--- src/rtl/uv_recon_ctrl.sv ---
// uv_recon_ctrl: raster-order macroblock scheduler for the chroma reconstruction datapath
// Ports: frame_start/mb_w/mb_h start a frame; src_valid/src_ready take MBs in;
// dp_start/dp_x/dp_y/dp_done/dp_nz drive the datapath; dp_derr, dp_left_derr and
// dp_top_derr(_en/_addr) carry diffusion error; res_* emit per-MB non-zero masks;
// busy/frame_done report frame progress.
// Define UV_RECON_DERR_EN to build the left register and top line buffer.
module uv_recon_ctrl #(
  parameter int MAX_MB_W = 64,
  parameter int AW = 10
) (
  input  logic          clk,
  input  logic          rst,
  input  logic          frame_start,
  input  logic [AW-1:0] mb_w,
  input  logic [AW-1:0] mb_h,
  input  logic          src_valid,
  output logic          src_ready,
  output logic          dp_start,
  output logic [AW-1:0] dp_x,
  output logic [AW-1:0] dp_y,
  input  logic          dp_done,
  input  logic [47:0]   dp_derr,
  input  logic [31:0]   dp_nz,
  input  logic          dp_top_derr_en,
  input  logic [AW-1:0] dp_top_derr_addr,
  output logic [31:0]   dp_left_derr,
  output logic [31:0]   dp_top_derr,
  output logic          res_valid,
  input  logic          res_ready,
  output logic [31:0]   res_nz,
  output logic [AW-1:0] res_x,
  output logic [AW-1:0] res_y,
  output logic          busy,
  output logic          frame_done
);
  typedef enum logic [1:0] {IDLE, WAIT_SRC, RUN, EMIT} state_t;
  state_t        state_q;
  logic [AW-1:0] w_q, h_q, x_q, y_q, res_x_q, res_y_q;
  logic [31:0]   res_nz_q;
  logic          dp_start_q, frame_done_q;
  logic          last_col, last_row;
  assign last_col = x_q == w_q - AW'(1);
  assign last_row = y_q == h_q - AW'(1);
  always_ff @(posedge clk or posedge rst)
    if (rst) begin
      state_q      <= IDLE;
      w_q          <= '0;
      h_q          <= '0;
      x_q          <= '0;
      y_q          <= '0;
      res_x_q      <= '0;
      res_y_q      <= '0;
      res_nz_q     <= '0;
      dp_start_q   <= 1'b0;
      frame_done_q <= 1'b0;
    end else begin
      dp_start_q   <= 1'b0;
      frame_done_q <= 1'b0;
      case (state_q)
        IDLE: if (frame_start) begin
          w_q <= mb_w;
          h_q <= mb_h;
          x_q <= '0;
          y_q <= '0;
          if (mb_w == '0 || mb_h == '0) frame_done_q <= 1'b1;
          else state_q <= WAIT_SRC;
        end
        WAIT_SRC: if (src_valid) begin
          dp_start_q <= 1'b1;
          state_q    <= RUN;
        end
        RUN: if (dp_done) begin
          res_nz_q <= dp_nz;
          res_x_q  <= x_q;
          res_y_q  <= y_q;
          state_q  <= EMIT;
        end
        EMIT: if (res_ready) begin
          x_q          <= last_col ? '0 : x_q + AW'(1);
          y_q          <= last_col ? y_q + AW'(1) : y_q;
          frame_done_q <= last_col && last_row;
          state_q      <= last_col && last_row ? IDLE : WAIT_SRC;
        end
        default: state_q <= IDLE;
      endcase
    end
  assign src_ready  = state_q == WAIT_SRC;
  assign res_valid  = state_q == EMIT;
  assign busy       = state_q != IDLE;
  assign dp_start   = dp_start_q;
  assign frame_done = frame_done_q;
  assign dp_x       = x_q;
  assign dp_y       = y_q;
  assign res_nz     = res_nz_q;
  assign res_x      = res_x_q;
  assign res_y      = res_y_q;
`ifdef UV_RECON_DERR_EN
  localparam int MW = MAX_MB_W > 1 ? $clog2(MAX_MB_W) : 1;
  localparam logic [AW-1:0] MAXW = AW'(MAX_MB_W);
  logic [31:0] top_mem [MAX_MB_W];
  logic [31:0] left_q, top_q, top_wd;
  logic        top_we;
  assign top_we = state_q == RUN && dp_done;
  assign top_wd = {dp_derr[47:32], dp_derr[23:8]};
  always_ff @(posedge clk)
    if (top_we && x_q < MAXW) top_mem[x_q[MW-1:0]] <= top_wd;
  // Row 0 has no row above, so stale buffer contents are masked rather than cleared.
  always_ff @(posedge clk or posedge rst)
    if (rst) begin
      left_q <= '0;
      top_q  <= '0;
    end else begin
      if ((state_q == IDLE && frame_start) || (state_q == EMIT && res_ready && last_col)) left_q <= '0;
      else if (top_we) left_q <= {dp_derr[39:24], dp_derr[15:0]};
      if (dp_top_derr_en)
        top_q <= (y_q == '0 || dp_top_derr_addr >= w_q || dp_top_derr_addr >= MAXW) ? '0 :
                 (top_we && dp_top_derr_addr == x_q) ? top_wd : top_mem[dp_top_derr_addr[MW-1:0]];
    end
  assign dp_left_derr = x_q == '0 ? '0 : left_q;
  assign dp_top_derr  = top_q;
`else
  logic unused_derr;
  assign unused_derr  = ^{dp_derr, dp_top_derr_en, dp_top_derr_addr, MAX_MB_W > 0};
  assign dp_left_derr = '0;
  assign dp_top_derr  = '0;
`endif
endmodule
--- config.mk ---
export PLATFORM = sky130hd
export DESIGN_NAME = uv_recon_ctrl
export DESIGN_NICKNAME = d
export VERILOG_FILES = /design/src/rtl/uv_recon_ctrl.sv
export SDC_FILE = /design/constraint.sdc
export NUM_CORES = 1
export LEC_CHECK = 0
export CORE_MARGIN = 2
export CORE_UTILIZATION = 44
export CTS_CLUSTER_SIZE = 8
export DETAILED_ROUTE_END_ITERATION = 7
export GPL_ROUTABILITY_DRIVEN = 0
export PLACE_DENSITY = 0.94
export SETUP_SLACK_MARGIN = 0.3
export SLEW_MARGIN = 5
export SYNTH_ARGS = -nofsm -noshare
export SYNTH_HDL_FRONTEND = slang
export SYNTH_SLANG_ARGS = --single-unit
--- constraint.sdc ---
create_clock -name clk -period 6 [get_ports clk]
set_input_delay 1.8 -clock clk [delete_from_list [all_inputs] [get_ports clk]]
set_output_delay 1.8 -clock clk [all_outputs]
set_load 0.02 [all_outputs]
## After elaboration in Yosys (flattened, before gate mapping)

Cells that the tools add are included.

- Bits in registers: 96
- Bits of input ports: 117
- Output and inout bits: 141
- Word-level logic and storage cells: 57

- $add $sub $neg: 4
- Eq/ne operators: 11
- Muxes and demuxes: 20
- Reductions and logical operators: 12

Operators by type and width:

| cell | number |
|---|---|
| 10-bit two-way mux | 5 |
| 10-bit one-hot mux with 2 select lines | 2 |
| 10-bit by 1-bit adder with 10-bit output (second input constant) | 2 |
| 10-bit equality test | 2 |
| 10-bit logical NOT | 2 |
| 10-bit by 1-bit subtractor with 10-bit output (second input constant) | 2 |
| 2-bit two-way mux | 5 |
| 2-bit != test (second input constant) | 4 |
| 2-bit one-hot mux with 4 select lines | 1 |
| 1-bit two-way mux | 6 |
| 5-bit AND reduction | 1 |
| 2-bit equality test (second input constant) | 2 |
| 2-bit by 1-bit != test with 1-bit output (second input constant) | 2 |
| 2-bit AND reduction | 2 |
| 4-bit AND reduction | 1 |
| 2-bit nonzero test | 2 |
| 3-bit AND reduction | 1 |
| 2-bit by 1-bit equality test with 1-bit output (second input constant) | 1 |
| 2-bit logical NOT | 1 |
| 1-bit one-hot mux with 2 select lines | 1 |
| 1-bit logical AND | 1 |
| 1-bit logical OR | 1 |

## Longest topological paths before layout

Gate-level depths: netlist of run 1.

- Word-level depth: 6
- Gate-level depth with buffers: 10
- Depth with buffers taken out: 9

## Worst setup path after synthesis of run 1

Ideal clock, no wire load.

- Path type: input port to flip-flop
- From: input mb_w[7]
- To: register state_q[0]
- Setup time: 0.121 ns
- Data arrival time: 3.032 ns
- Data required time: 5.879 ns
- Setup slack: 2.846 ns
- Stages: 5
- Path buffers: 0
- Cells stage by stage: or4_1 > o41ai_1 > a211oi_1 > o2bb2ai_1 > nand2b_1

- Longest elaborated chain between the ends: 4

Ends and longest elaborated chain:

| what | RTL line | RTL |
|---|---|---|
| start: declaration | 14 | `input logic [AW-1:0] mb_w,` |
| 10-bit logical NOT | 65 | `if (mb_w == '0 \|\| mb_h == '0) frame_done_q <= 1'b1;` |
| 1-bit logical OR | 65 |  |
| 2-bit != test (no source line) | - |  |
| 5-bit AND reduction (no source line) | - |  |
| end signal: assignment | 82 | `state_q <= last_col && last_row ? IDLE : WAIT_SRC;` |
| end: declaration | 37 | `state_t state_q;` |

No other way between the ends.
A chain may end at the register's enable or synchronous reset.

## Worst setup path after layout of run 1

- From: register state_q[0]
- To: output busy

- Longest elaborated chain between the ends: 1

Ends and longest elaborated chain:

| what | RTL line | RTL |
|---|---|---|
| 2-bit nonzero test | 89 | `assign busy = state_q != IDLE;` |
| end: declaration | 33 | `output logic busy,` |

No other way between the ends.

==> results.cfg, run 1 <==
[cells_and_area]
diodes = 0
fin_nets = 706
syn2layout_area_growth_pct = 30.86
fin_cells = 729
layout_commonest_cell = clkdlybuf4s50_1
final_cell_mix = clkdlybuf4s50_1, dfrtp_1, mux2_2
fillers = 902
layout-drive-gt1-share_pct = 17.41

[critical_path]
critPathLaunchType = flop
crit_path_end_kind = output pin
critPathKind = reg2out
critPathMaxFanout = 6
reg2reg_depth = 7
cp-endpoint = busy
arrival_ps = 1940
regToRegSetupSlack_ps = 3090
cp.required_ps = 4200
r2r-start = h_q[0]
r2r_end = state_q[0]
crit_start = state_q[0]

[run]
cap_violations = 0

[global_routing]
antenna_found_initial = 0
grt_pass1_wl_um = 18790
grt.total_usage_pct = 18.73
overflow = 0
grt_pass1_vias = 3712
grt_start_max_net_pins = 64

[cts]
cts_setup_buffers = 0
clock_sinks = 96
cts_resized = 0
cts_tree = built
cts_max_path_buffers = 2
clock_latency_ps = 350
path_clk_slew_ps = 70
cts-hold-fix-buffers = 0
clock-root-buffer = clkbuf_16
cts-buffers-inserted = 9
htreeDepth = 3

[logic_synthesis]
synth_seq_cells = 96
async_flop_share_pct = 100.0
syn_area_per_cell_sq_um = 11.40
synth-seq-area-share_pct = 47.26
synth_top_flop_cell = dfrtp_1
syn_inst = 446
synth_edf_count = 0
yosysWarningCount = 0
ys_types = 49
syn_area_sq_um = 5084

[timing]
final.min_clock_period_ps = 3742
rsz0062_at_grt = false
max_slew_margin_pct = 15.26
hold_violations = 0
whs_ps = 505.7
tns_ps = 0
fmax_ghz = 0.2672
period_share_pct = 62.37
drv_slew = 0
setup_viol = 0
finClkSkew_ps = 10.88
post-route-worst-setup-slack_ps = 2258
tightest_slew_ps = 1267

[pwr]
internal-power_mw = 1.869
swShare_pct = 36.27
p_sw_mw = 1.064
p_comb_share_pct = 43.4
seq_power_share_pct = 35.6
power.density_nw_per_um2 = 440.9
clockPowerShare_pct = 21.0
cellLeakagePower_nw = 2.941
peakVddDrop_uv = 297.6

[placed_design]
port_buffers = 134
hpwl_um = 8433
preCtsSetupSlack_ps = 1934
dp_cells = 713

[drt]
ant_nets = 0
drt_iter0_drc = 180
wire_per_inst_um = 15.59
totalWireLength_um = 11370
drc = 0
vias = 3696
vias_per_cell = 5.070
firstDrtPassIters = 4

[floorplanning]
die_area_sq_um = 12430
die_w_um = 111.5
fp-row-count = 39
io_pins = 258
coreArea_sq_um = 11370
chipHeight_um = 111.5
start_util_pct = 44.71

[worst_hold_path]
hp-class = reg2reg

[outcome]
run_status = complete, no violations
## through the flow
stage / instance area (sq um) / utilization (%) / power, mW
after floorplan: 5320 / - / 1.856
after global placement: 6331 / 55.68 / 2.248
after detailed placement: 6331 / 55.68 / 2.321
after CTS: 6653 / 58.51 / 2.953
after global routing: 6653 / 58.51 / 3.111
final: 6653 / 58.51 / 2.933
## how the worst min path moves through the flow
| stage | from | end | slack [ps] | cells past startpoint |
|---|---|---|---|---|
| 3_5_place_dp | res_nz[0] | res_nz[0] | 490 | 1 |
| 5_1_grt | res_nz[26] | res_nz[26] | 520 | 1 |
| 4_1_cts | res_y[9] | res_y[9] | 510 | 1 |
| 3_3_place_gp | res_nz[31] | res_nz[31] | 490 | 1 |
| 6_report | res_nz[23] | res_nz[23] | 510 | 1 |
| 2_1_floorplan | h_q[9] | h_q[9] | 500 | 1 |
## power by group through the flow
stage / Combinational, mW / Sequential, mW / Clock (mW)
after floorplan: 0.682 / 1.17 / 0
after global routing: 1.37 / 1.07 / 0.664
after global placement: 1.22 / 1.03 / 0
final: 1.27 / 1.04 / 0.617
after detailed placement: 1.27 / 1.05 / 0
after CTS: 1.28 / 1.04 / 0.632
## cell type report
cell class                 instances  area (sq um)  area share, %
clock buffer                      11         242.7          3.649
tap                              143         178.9          2.689
multi-input combinational        325          2346          35.26
clock inverter                     5         78.83          1.185
inverter                          14         55.05         0.8275
timing repair buffer             135          1349          20.27
sequential                        96          2402          36.11
## sequential cells by signal, indices dropped and copies added (netlist names)
signal      count
dp_y           10
dp_start        1
res_x          10
frame_done      1
dp_x           10
h_q            10
state_q         2
res_y          10
w_q            10
res_nz         32
## synthesized netlist by cell type, types with 2 or more instances
library cell  instances  share of area (%)
and2_1                4               0.49
mux2_2               73                 16
a21oi_1              11                1.1
a21o_1                3               0.44
xor2_1               15                2.6
or4_4                 2               0.44
o21ai_0              14                1.4
nand4_1               7               0.86
a32o_1                2               0.39
ha_1                  8                2.0
nand2_1              16                1.2
inv_1                14                1.0
buf_1                 4               0.30
buf_4                65                9.6
a211oi_1              3               0.44
or4_1                 2               0.30
or3_1                 6               0.74
nor3_1                5               0.49
nand2b_1              6               0.74
dfrtp_1              96                 47
nor4_1                7               0.86
mux2i_1               3               0.59
clkbuf_1              5               0.37
xnor2_1              14                2.4
nand3_1              16                1.6
and3_1                4               0.49
nor2_1               18                1.3
nor3b_1               2               0.30
## metal layers
metal	up-vias	share of wire [%]	track usage, %
li1	1709	-	-
met1	1783	41	22.22
met2	175	49	31.22
met3	29	7.7	6.532
met4	0	2.3	7.654
met5	-	0	0
## worst max-delay path, cell delays in order (launching register included)
cell and delay, ps:
dfrtp_1 400, inv_1 120, ha_1 280, inv_1 160, clkdlybuf4s50_1 650
## cells by family after synthesis
family	share of synthesized area, %
compound gates	5.292
xor+xnor	4.996
fa+ha+maj	1.969
buf+inv	11.30
flops	47.26
mux	16.76
other cells	0.07377
simple gates	12.36
Power figures use the tool's default switching activity.
==> inputs of run 2 (changes only) <==
--- a/config.mk
+++ b/config.mk
@@ -6,11 +6,11 @@
 export NUM_CORES = 1
 export LEC_CHECK = 0
 export CORE_MARGIN = 2
-export CORE_UTILIZATION = 44
+export CORE_UTILIZATION = 41
 export CTS_CLUSTER_SIZE = 8
 export DETAILED_ROUTE_END_ITERATION = 7
 export GPL_ROUTABILITY_DRIVEN = 0
-export PLACE_DENSITY = 0.94
+export PLACE_DENSITY = 0.89
 export SETUP_SLACK_MARGIN = 0.3
 export SLEW_MARGIN = 5
 export SYNTH_ARGS = -nofsm -noshare
==> constraint.sdc (replaced) <==
create_clock -name clk -period 3.88 [get_ports clk]
set_input_delay 1.164 -clock clk [delete_from_list [all_inputs] [get_ports clk]]
set_output_delay 1.164 -clock clk [all_outputs]
set_load 0.02 [all_outputs]
==> results.cfg, run 2 (same netlist as run 1, synthesis figures left out) <==
[outcome]
run_status = complete, no violations

[floorplanning]
coreArea_sq_um = 12060
die_w_um = 115.4
fp-row-count = 40
die_area_sq_um = 13310
chipHeight_um = 115.4
start_util_pct = 42.15
io_pins = 258

[cts]
htreeDepth = 3
cts_tree = built
cts_max_path_buffers = 2
cts-hold-fix-buffers = 0
clock_sinks = 96
cts_resized = 0
cts_setup_buffers = 0
clock-root-buffer = clkbuf_16
cts-buffers-inserted = 9
clock_latency_ps = 340
path_clk_slew_ps = 60

[critical_path]
r2r_end = dp_y[3]
reg2reg_depth = 7
cp.required_ps = 4140
critPathKind = in2reg
crit_path_end_kind = flop
r2r-start = w_q[0]
critPathLaunchType = input pin
critPathMaxFanout = 16
regToRegSetupSlack_ps = 1090
arrival_ps = 3410

[pwr]
peakVddDrop_uv = 423.5
power.density_nw_per_um2 = 674.6
cellLeakagePower_nw = 2.953

[drt]
ant_nets = 0
totalWireLength_um = 11710
wire_per_inst_um = 15.49
vias_per_cell = 4.877
firstDrtPassIters = 4
drc = 0
drt_iter0_drc = 132
vias = 3687

[timing]
hold_violations = 0
period_share_pct = 81.24
rsz0062_at_grt = false
tns_ps = 0
fmax_ghz = 0.3172
setup_viol = 0
whs_ps = 508.4
max_slew_margin_pct = 54.52
final.min_clock_period_ps = 3152
finClkSkew_ps = 6.176
drv_slew = 0
tightest_slew_ps = 682.2

[global_routing]
grt_pass1_vias = 3783
grt_pass1_wl_um = 19090
grt.total_usage_pct = 18.46
antenna_found_initial = 0
grt_start_max_net_pins = 53
overflow = 0

[worst_hold_path]
hp-class = reg2reg
hold_path_depth = 1
hold_start = res_nz[2]
hold_end = res_nz[2]

[placed_design]
hpwl_um = 8637
port_buffers = 134

[cells_and_area]
layout_commonest_cell = clkdlybuf4s50_1
diodes = 0
largest_reg_flops = 32
final_cell_mix = clkdlybuf4s50_1, dfrtp_1, mux2_2
syn2layout_area_growth_pct = 32.19
fin_nets = 709
layout-drive-gt1-share_pct = 17.69

[run]
cap_violations = 0
## run 2: cell types whose count changed in the layout (fill, tap and decap cells not counted), sizes merged
cell | before | now
clkinvlp | 0 | 1
buf | 1 | 4
clkbuf | 11 | 12
clkinv | 2 | 1
inv | 15 | 13
## run 2: per-stage QoR
step                total power [mW]  cell area, sq um  utilization [%]  worst slack (ps)  instances
global route                   4.803              6720            55.72             591.1        756
CTS                            4.567              6720            55.72             759.4        756
global placement               3.489              6399            53.05             532.8        741
floorplan                      2.870              5324                -              1343        509
finish                         4.534              6720            55.72             727.8        756
detailed placement             3.581              6399            53.05             407.4        741
## run 2: final cells by class
class	count	area, sq um
fillers	963	5341
flip-flops and latches	96	2402
multi-input cells	325	2346
repair buffers	138	1384
clock buffers	12	256.5
well taps	168	210.2
clock inverters	3	65.06
inverters	14	56.30
## run 2: worst max-delay path by stage
stage | from | to | slack [ps] | cells after the start
2_1_floorplan | w_q[0] | dp_y[8] | 1340 | 7
3_3_place_gp | frame_start | dp_y[5] | 530 | 7
3_5_place_dp | frame_start | dp_y[5] | 410 | 7
4_1_cts | frame_start | dp_y[7] | 760 | 7
5_1_grt | frame_start | dp_y[7] | 590 | 7
6_report | frame_start | dp_y[3] | 730 | 7
## run 2: worst max-delay path, cell delays in order
cell and delay [ps]:
clkdlybuf4s50_1 530, nand2b_1 130, o21ai_0 180, a21oi_1 530, nand4_4 300, or3_1 430
a21oi_1 150
## run 2: where the power goes
group / switching [mW] / internal (mW) / total [mW]
Sequential: 0.296 / 1.33 / 1.62
Combinational: 0.971 / 0.984 / 1.95
Clock: 0.361 / 0.596 / 0.956
## run 2: metal layers
layer	wire length, um	share of wire (%)	track usage (%)	up-vias
met3	840	7.2	5.113	18
li1	-	-	-	1707
met1	5073	43	23.47	1809
met5	0	0	0	-
met4	231	2.0	7.871	0
met2	5570	48	29.63	153
==> inputs of run 3 (changes only) <==
==> constraint.sdc (replaced) <==
create_clock -name clk -period 3 [get_ports clk]
set_input_delay 0.9 -clock clk [delete_from_list [all_inputs] [get_ports clk]]
set_output_delay 0.9 -clock clk [all_outputs]
set_load 0.02 [all_outputs]
==> results.cfg, run 3 (same netlist as run 1, synthesis figures left out) <==
[outcome]
run_status = complete, no violations

[worst_hold_path]
hold_end = res_nz[23]
hold_path_depth = 1
hold_start = res_nz[23]
hp-class = reg2reg

[cts]
clock-root-buffer = clkbuf_16
cts_max_path_buffers = 2
cts-hold-fix-buffers = 0
clock_latency_ps = 340
htreeDepth = 3
cts_tree = built
path_clk_slew_ps = 60
clock_sinks = 96
cts-buffers-inserted = 9

[timing]
fmax_ghz = 0.3664
tns_ps = 0
tightest_slew_ps = 565.3
rsz0062_at_grt = true
hold_violations = 0
period_share_pct = 90.99
post-route-worst-setup-slack_ps = 270.4
setup_viol = 0
drv_slew = 0
finClkSkew_ps = 8.659
max_slew_margin_pct = 62.17
final.min_clock_period_ps = 2730

[drt]
drc = 0
drt_iter0_drc = 139
totalWireLength_um = 12070
firstDrtPassIters = 4
vias_per_cell = 4.903
ant_nets = 0
vias = 3780
wire_per_inst_um = 15.66

[critical_path]
crit_path_end_kind = flop
arrival_ps = 3000
critPathMaxFanout = 6
cp.required_ps = 3270
critPathLaunchType = flop
regToRegSetupSlack_ps = 270
critPathKind = reg2reg
reg2reg_depth = 8
r2r-start = w_q[0]
r2r_end = dp_y[2]

[floorplanning]
die_area_sq_um = 13310
fp-row-count = 40
chipHeight_um = 115.4
start_util_pct = 42.15
coreArea_sq_um = 12060
io_pins = 258
die_w_um = 115.4

[pwr]
cellLeakagePower_nw = 3.026
power.density_nw_per_um2 = 849.6
peakVddDrop_uv = 533.2

[global_routing]
grt_pass1_vias = 3872
antenna_found_initial = 0
overflow = 0
grt_start_max_net_pins = 60
grt_pass1_wl_um = 19060
grt.total_usage_pct = 18.29

[placed_design]
dp_cells = 744
preCtsSetupSlack_ps = 41.93
place_area_sq_um = 6434
port_buffers = 134
hpwl_um = 8638

[run]
cap_violations = 0

[cells_and_area]
layout-drive-gt1-share_pct = 21.39
fin_cells = 771
final_cell_mix = clkdlybuf4s50_1, dfrtp_1, mux2_2
design_area_sq_um = 6859
syn2layout_area_growth_pct = 34.92
diodes = 0
largest_reg_flops = 32
layout_commonest_cell = clkdlybuf4s50_1
fin_nets = 723
[run 3: changes by cell type in the layout (fill, tap and decap cells not counted), sizes merged]
cell and delta:
clkinv +3, dlygate4sd2 +1, clkdlybuf4s50 -1, bufinv -2, buf +13, nand4 +1
[run 3: timing repair]
item / in CTS / in global routing
pin swaps: 3 / 14
gates resized for setup: 1 / 17
buffers inserted: 6 / 4
endpoints found under the setup margin: 9 / 18
cloned: 1 / 0
[run 3: power breakdown]
part,internal (mW),switching [mW],leakage (nW)
Clock,0.580,0.474,0.136
Sequential,1.72,0.370,1.22
Combinational,1.36,1.33,1.67
Total,3.65,2.17,3.03
[run 3: worst max-delay path by stage]
stage | cells after the start | end | start
after floorplan | 7 | dp_y[8] | w_q[0]
after global placement | 7 | state_q[0] | mb_w[7]
after detailed placement | 7 | state_q[0] | mb_w[7]
after CTS | 8 | dp_y[5] | w_q[2]
after global routing | 8 | dp_y[2] | w_q[0]
final | 8 | dp_y[2] | w_q[0]
[run 3: area by class of cell]
class / instances / area (sq um)
well taps: 168 / 210.2
repair buffers: 151 / 1500
inverters: 14 / 56.30
clock buffers: 12 / 246.5
clock inverters: 4 / 20.02
flip-flops and latches: 96 / 2404
multi-input cells: 326 / 2422
fillers: 992 / 5202
[run 3: per-stage QoR]
step / utilization (%) / hold slack, ps / power (mW)
detailed placement: 53.34 / 492.8 / 4.675
global placement: 53.34 / 486.7 / 4.543
CTS: 56.02 / 506.8 / 5.798
floorplan: - / 499.5 / 3.712
global route: 56.87 / 524.2 / 6.177
finish: 56.87 / 504.7 / 5.828
[run 3: per-layer routing]
metal,wire length [um],part of all wire [%],vias to the layer above,GRT usage [%]
li1,-,-,1736,-
met1,4853,40,1854,21.98
met2,5978,50,169,30.45
met3,960,8.0,21,5.271
met4,278,2.3,0,8.273
met5,0,0,-,0
[run 3: critical path: stages (launching register included)]
cell and delay (ps):
dfrtp_1 400, or4_4 540, or4_4 450, mux2i_1 150
o211ai_2 260, buf_6 160, nand4_4 140, or3_4 410
a21oi_2 140
==> variant 1, RTL diff (settings of run 2) <==
The 4 states of `state_t` get a Gray code encoding in 2 bits.
--- a/src/rtl/uv_recon_ctrl.sv
+++ b/src/rtl/uv_recon_ctrl.sv
@@ -34,5 +34,5 @@
   output logic          frame_done
 );
-  typedef enum logic [1:0] {IDLE, WAIT_SRC, RUN, EMIT} state_t;
+  typedef enum logic [1:0] {IDLE = 2'b00, WAIT_SRC = 2'b01, RUN = 2'b11, EMIT = 2'b10} state_t;
   state_t        state_q;
   logic [AW-1:0] w_q, h_q, x_q, y_q, res_x_q, res_y_q;
Formal check against the unedited RTL: same outputs for any inputs over 10 cycles, from zero or initial values and one cycle with rst high; not proved beyond that.
==> variant 1 against run 2 <==
- power increased by 6.7%
- utilization decreased by 0.38 points
- setup slack improved by 0.089 ns
- clock power down 3.7%
- global-route usage fell by 0.28 points
- critical path depth shrank 4
- area after synthesis decreased by 0.47%
- sequential cell count stayed put
- sequential share of layout area increased by 0.40 points
- synthesized cell count unchanged
- final area fell by 1.1%
- wire length is 2.2% higher
- non-clock buffer count unchanged
- critical path type is now flip-flop to output port
- highest routed layer unchanged
==> variant 1: results <==
<?xml version="1.0" encoding="UTF-8"?>
<metrics>
  <group name="status">
    <metric name="run_status" unit="">complete, no violations</metric>
  </group>
  <group name="route">
    <metric name="drt-initial-drc-count" unit="">304</metric>
    <metric name="wirelength_met1" unit="um">5120</metric>
    <metric name="wirelength" unit="um">12000</metric>
    <metric name="met2_length" unit="um">5560</metric>
    <metric name="met3RoutedLength" unit="um">1080</metric>
    <metric name="routed-via-count" unit="">3726</metric>
  </group>
  <group name="sta">
    <metric name="slew-limit-headroom" unit="">0.155</metric>
    <metric name="hold_violations" unit="">0</metric>
  </group>
  <group name="final_layout">
    <metric name="multi_input_area_share" unit="">0.350</metric>
    <metric name="diodes" unit="">0</metric>
    <metric name="synth_to_final_area_change" unit="%">31.4</metric>
    <metric name="instances_no_fill" unit="">729</metric>
    <metric name="clkCellAreaFrac" unit="">0.0457</metric>
    <metric name="layout.nets" unit="">699</metric>
    <metric name="layout.nonclk_buf_frac" unit="">0.210</metric>
    <metric name="layout-drive-gt1-share" unit="">0.182</metric>
    <metric name="multi_input_cells" unit="">325</metric>
  </group>
  <group name="grt">
    <metric name="grtUsageMet1" unit="">0.233</metric>
    <metric name="grt.met2_usage" unit="">0.287</metric>
    <metric name="grt_use_total" unit="">0.182</metric>
    <metric name="grt_max_degree" unit="">72</metric>
    <metric name="grt.met3_usage" unit="">0.0654</metric>
  </group>
  <group name="synth">
    <metric name="synth_cell_type_count" unit="">54</metric>
    <metric name="post_synth_most_frequent_cells" unit="">sky130_fd_sc_hd__dfrtp_1 (96), sky130_fd_sc_hd__mux2_2 (68), sky130_fd_sc_hd__buf_4 (65), sky130_fd_sc_hd__nand2_1 (18), sky130_fd_sc_hd__o21ai_0 (17)</metric>
    <metric name="syn_area_per_cell" unit="sq um">11.3</metric>
  </group>
  <group name="critical_path">
    <metric name="critical_path.max_fanout" unit="">8</metric>
    <metric name="critPathMaxStageDelay" unit="ns">0.70</metric>
    <metric name="cpLargestDelayFamily" unit="">buffers and inverters</metric>
    <metric name="cp_data_arrival_time" unit="ns">1.90</metric>
  </group>
  <group name="power">
    <metric name="max-vdd-ir-drop" unit="V">0.000393</metric>
    <metric name="leakagePower" unit="nW">2.83</metric>
  </group>
  <group name="placed_design">
    <metric name="dp_hpwl" unit="um">8630</metric>
    <metric name="place_ws" unit="ns">0.687</metric>
  </group>
</metrics>
[variant 1: cell count changes after synthesis, moves of 6 or more]
cell,run 2,this run
sky130_fd_sc_hd__clkbuf_1,5,14
sky130_fd_sc_hd__a31oi_1,1,11
sky130_fd_sc_hd__inv_1,14,8
sky130_fd_sc_hd__nand3_1,16,8
sky130_fd_sc_hd__nor2_1,18,11
[variant 1: path summary, 6_finish.rpt]
path / startpoint / end / slack, ns / cells past startpoint
max in group asynchronous: rst / res_nz[18]$_DFFE_PP0P_ / 1.91 / 3
min reg2reg: res_x[5]$_DFFE_PP0P_ / res_x[5]$_DFFE_PP0P_ / 0.49 / 2
min: res_x[5]$_DFFE_PP0P_ / res_x[5]$_DFFE_PP0P_ / 0.49 / 2
max reg2reg: w_q[0]$_DFFE_PP0P_ / dp_x[0]$_DFFE_PP0P_ / 0.82 / 8
max: state_q[1]$_DFFE_PP0P_ / res_valid / 0.82 / 3
min in group asynchronous: rst / res_nz[4]$_DFFE_PP0P_ / 1.23 / 2
[variant 1: report_power, final]
| part | switching (mW) | internal [mW] | total (mW) |
|---|---|---|---|
| sequential | 0.374 | 1.36 | 1.73 |
| clock | 0.359 | 0.562 | 0.921 |
| combinational | 1.09 | 1.09 | 2.18 |
[variant 1: worst min-delay path, cell delays in order (launching register included)]
cell	delay (ns)
sky130_fd_sc_hd__dfrtp_1	0.35
sky130_fd_sc_hd__nand2_1	0.05
sky130_fd_sc_hd__o21ai_0	0.06
[variant 1: kinds of logic after synthesis]
logic type | synth area share
multiplexers | 0.156
XOR/XNOR | 0.0433
flip-flops | 0.475
other | 0.000741
AO/OA/AOI/OAI | 0.0863
buffers and inverters | 0.114
adder cells (fa/ha/maj) | 0.00989
AND/OR/NAND/NOR | 0.115
==> variant 2, RTL diff (settings of run 2) <==
Made on the original files. The parameter `AW` goes from 10 to 9.
--- a/src/rtl/uv_recon_ctrl.sv
+++ b/src/rtl/uv_recon_ctrl.sv
@@ -7,5 +7,5 @@
 module uv_recon_ctrl #(
   parameter int MAX_MB_W = 64,
-  parameter int AW = 10
+  parameter int AW = 9
 ) (
   input  logic          clk,
Ports: changed (7 resized); port bits go from 258 to 251. The function was not compared with the original's and may differ.
==> variant 2 against run 2 <==
- wire length fell by 0.83%
- area after synthesis fell by 1.4%
- setup slack improved by 0.068 ns
- largest cell class is now multi-input gates
- final area fell by 3.2%
- sequential cell count fell by 6
- non-clock buffer count fell by 5
- power fell by 3.5%
- clock power fell by 7.5%
==> variant 2: results <==
<?xml version="1.0" encoding="UTF-8"?>
<metrics>
  <group name="status">
    <metric name="run_status" unit="">complete, no violations</metric>
  </group>
  <group name="route">
    <metric name="met3RoutedLength" unit="um">905</metric>
    <metric name="drt_pass1_iterations" unit="">4</metric>
    <metric name="drt-initial-drc-count" unit="">207</metric>
    <metric name="wirelength" unit="um">11600</metric>
    <metric name="wirelength_met1" unit="um">4530</metric>
  </group>
  <group name="final_layout">
    <metric name="layout.nets" unit="">705</metric>
    <metric name="n_fill_cell" unit="">1036</metric>
    <metric name="layout-drive-gt1-share" unit="">0.175</metric>
  </group>
  <group name="sta">
    <metric name="finalMaxSlewViolations" unit="">0</metric>
    <metric name="post_route_hold_slack" unit="ns">0.498</metric>
    <metric name="worstMarginPinSlew" unit="ns">0.822</metric>
    <metric name="fin_skew" unit="ns">0.00891</metric>
  </group>
  <group name="critical_path">
    <metric name="worstPathRequired" unit="ns">2.72</metric>
    <metric name="worst-r2r-cell-count" unit="">8</metric>
    <metric name="reg_to_reg_critical_path_endpoint" unit="">dp_x[2]$_DFFE_PP0P_</metric>
    <metric name="critical_path.endpoint" unit="">res_valid</metric>
    <metric name="reg2reg_setup_slack" unit="ns">0.97</metric>
  </group>
  <group name="hold_path">
    <metric name="hp-start" unit="">res_x[2]$_DFFE_PP0P_</metric>
    <metric name="min-delay-path-class" unit="">flip-flop to flip-flop</metric>
    <metric name="whs_endpoint" unit="">res_x[2]$_DFFE_PP0P_</metric>
    <metric name="worst_hold_path.num_cells" unit="">2</metric>
  </group>
  <group name="grt">
    <metric name="grt_use_total" unit="">0.184</metric>
    <metric name="grt_pass1_vias" unit="">3767</metric>
    <metric name="grtUsageMet1" unit="">0.215</metric>
    <metric name="grt_max_degree" unit="">47</metric>
    <metric name="grt.met3_usage" unit="">0.0577</metric>
    <metric name="grt_pass1_wl" unit="um">18800</metric>
  </group>
  <group name="synth">
    <metric name="seq_area_frac_synth" unit="">0.449</metric>
    <metric name="synth_cell_type_count" unit="">58</metric>
    <metric name="synth_compound_area_frac" unit="">0.0751</metric>
    <metric name="synthTopCellsByArea" unit="">sky130_fd_sc_hd__dfrtp_1 (45%), sky130_fd_sc_hd__mux2_2 (15%), sky130_fd_sc_hd__buf_4 (9.7%)</metric>
    <metric name="post_synth_most_frequent_cells" unit="">sky130_fd_sc_hd__dfrtp_1 (90), sky130_fd_sc_hd__mux2_2 (67), sky130_fd_sc_hd__buf_4 (65), sky130_fd_sc_hd__nand2_1 (30), sky130_fd_sc_hd__nor2_1 (21)</metric>
  </group>
  <group name="placed_design">
    <metric name="port_buffers" unit="">128</metric>
  </group>
  <group name="power">
    <metric name="clockPowerShare" unit="">0.202</metric>
    <metric name="power.sequential.fraction" unit="">0.346</metric>
    <metric name="leakagePower" unit="nW">2.96</metric>
    <metric name="max-vdd-ir-drop" unit="V">0.000541</metric>
  </group>
</metrics>
variant 2: changes by cell type in the layout (fill, tap and decap cells not counted), moves of 5 or more:
| cell | change |
|---|---|
| sky130_fd_sc_hd__a21oi_1 | -8 |
| sky130_fd_sc_hd__a22o_1 | +5 |
| sky130_fd_sc_hd__clkdlybuf4s50_1 | -6 |
| sky130_fd_sc_hd__dfrtp_1 | -6 |
| sky130_fd_sc_hd__mux2_2 | -6 |
| sky130_fd_sc_hd__nand2_1 | +14 |
| sky130_fd_sc_hd__o21ai_0 | -8 |
| sky130_fd_sc_hd__or2_2 | +5 |
| sky130_fd_sc_hd__or3_1 | -5 |
variant 2: layout make-up:
type                       instances  area share
inverter                          14     0.00827
clock inverter                     6      0.0100
tap                              147      0.0283
multi-input combinational        335       0.364
timing repair buffer             133       0.207
clock buffer                      10      0.0367
sequential                        90       0.346
variant 2: logic make-up (layout without fill, tap and decap cells):
kind of cell	count (synthesis)	count (layout)
other	1	64
DFF	90	90
AOI/OAI and AO/OA	45	45
buffers and inverters	98	163
xor gates and xnor gates	25	25
muxes	72	72
adders and majority gates	8	8
and+or+nand+nor	121	121
variant 2: stage by stage:
step	instances	setup slack, ns	total power [mW]	cell area, sq um
3_5_place_dp	719	0.756	3.50	6200
3_3_place_gp	719	0.795	3.39	6200
4_1_cts	735	0.809	4.40	6500
6_report	735	0.796	4.38	6500
5_1_grt	735	0.659	4.65	6500
2_1_floorplan	523	0.381	2.80	5250
variant 2: worst max-delay path, stage by stage (launching register included):
cell	delay, ns
sky130_fd_sc_hd__dfrtp_1	0.47
sky130_fd_sc_hd__ha_1	0.43
sky130_fd_sc_hd__clkdlybuf4s50_1	0.68
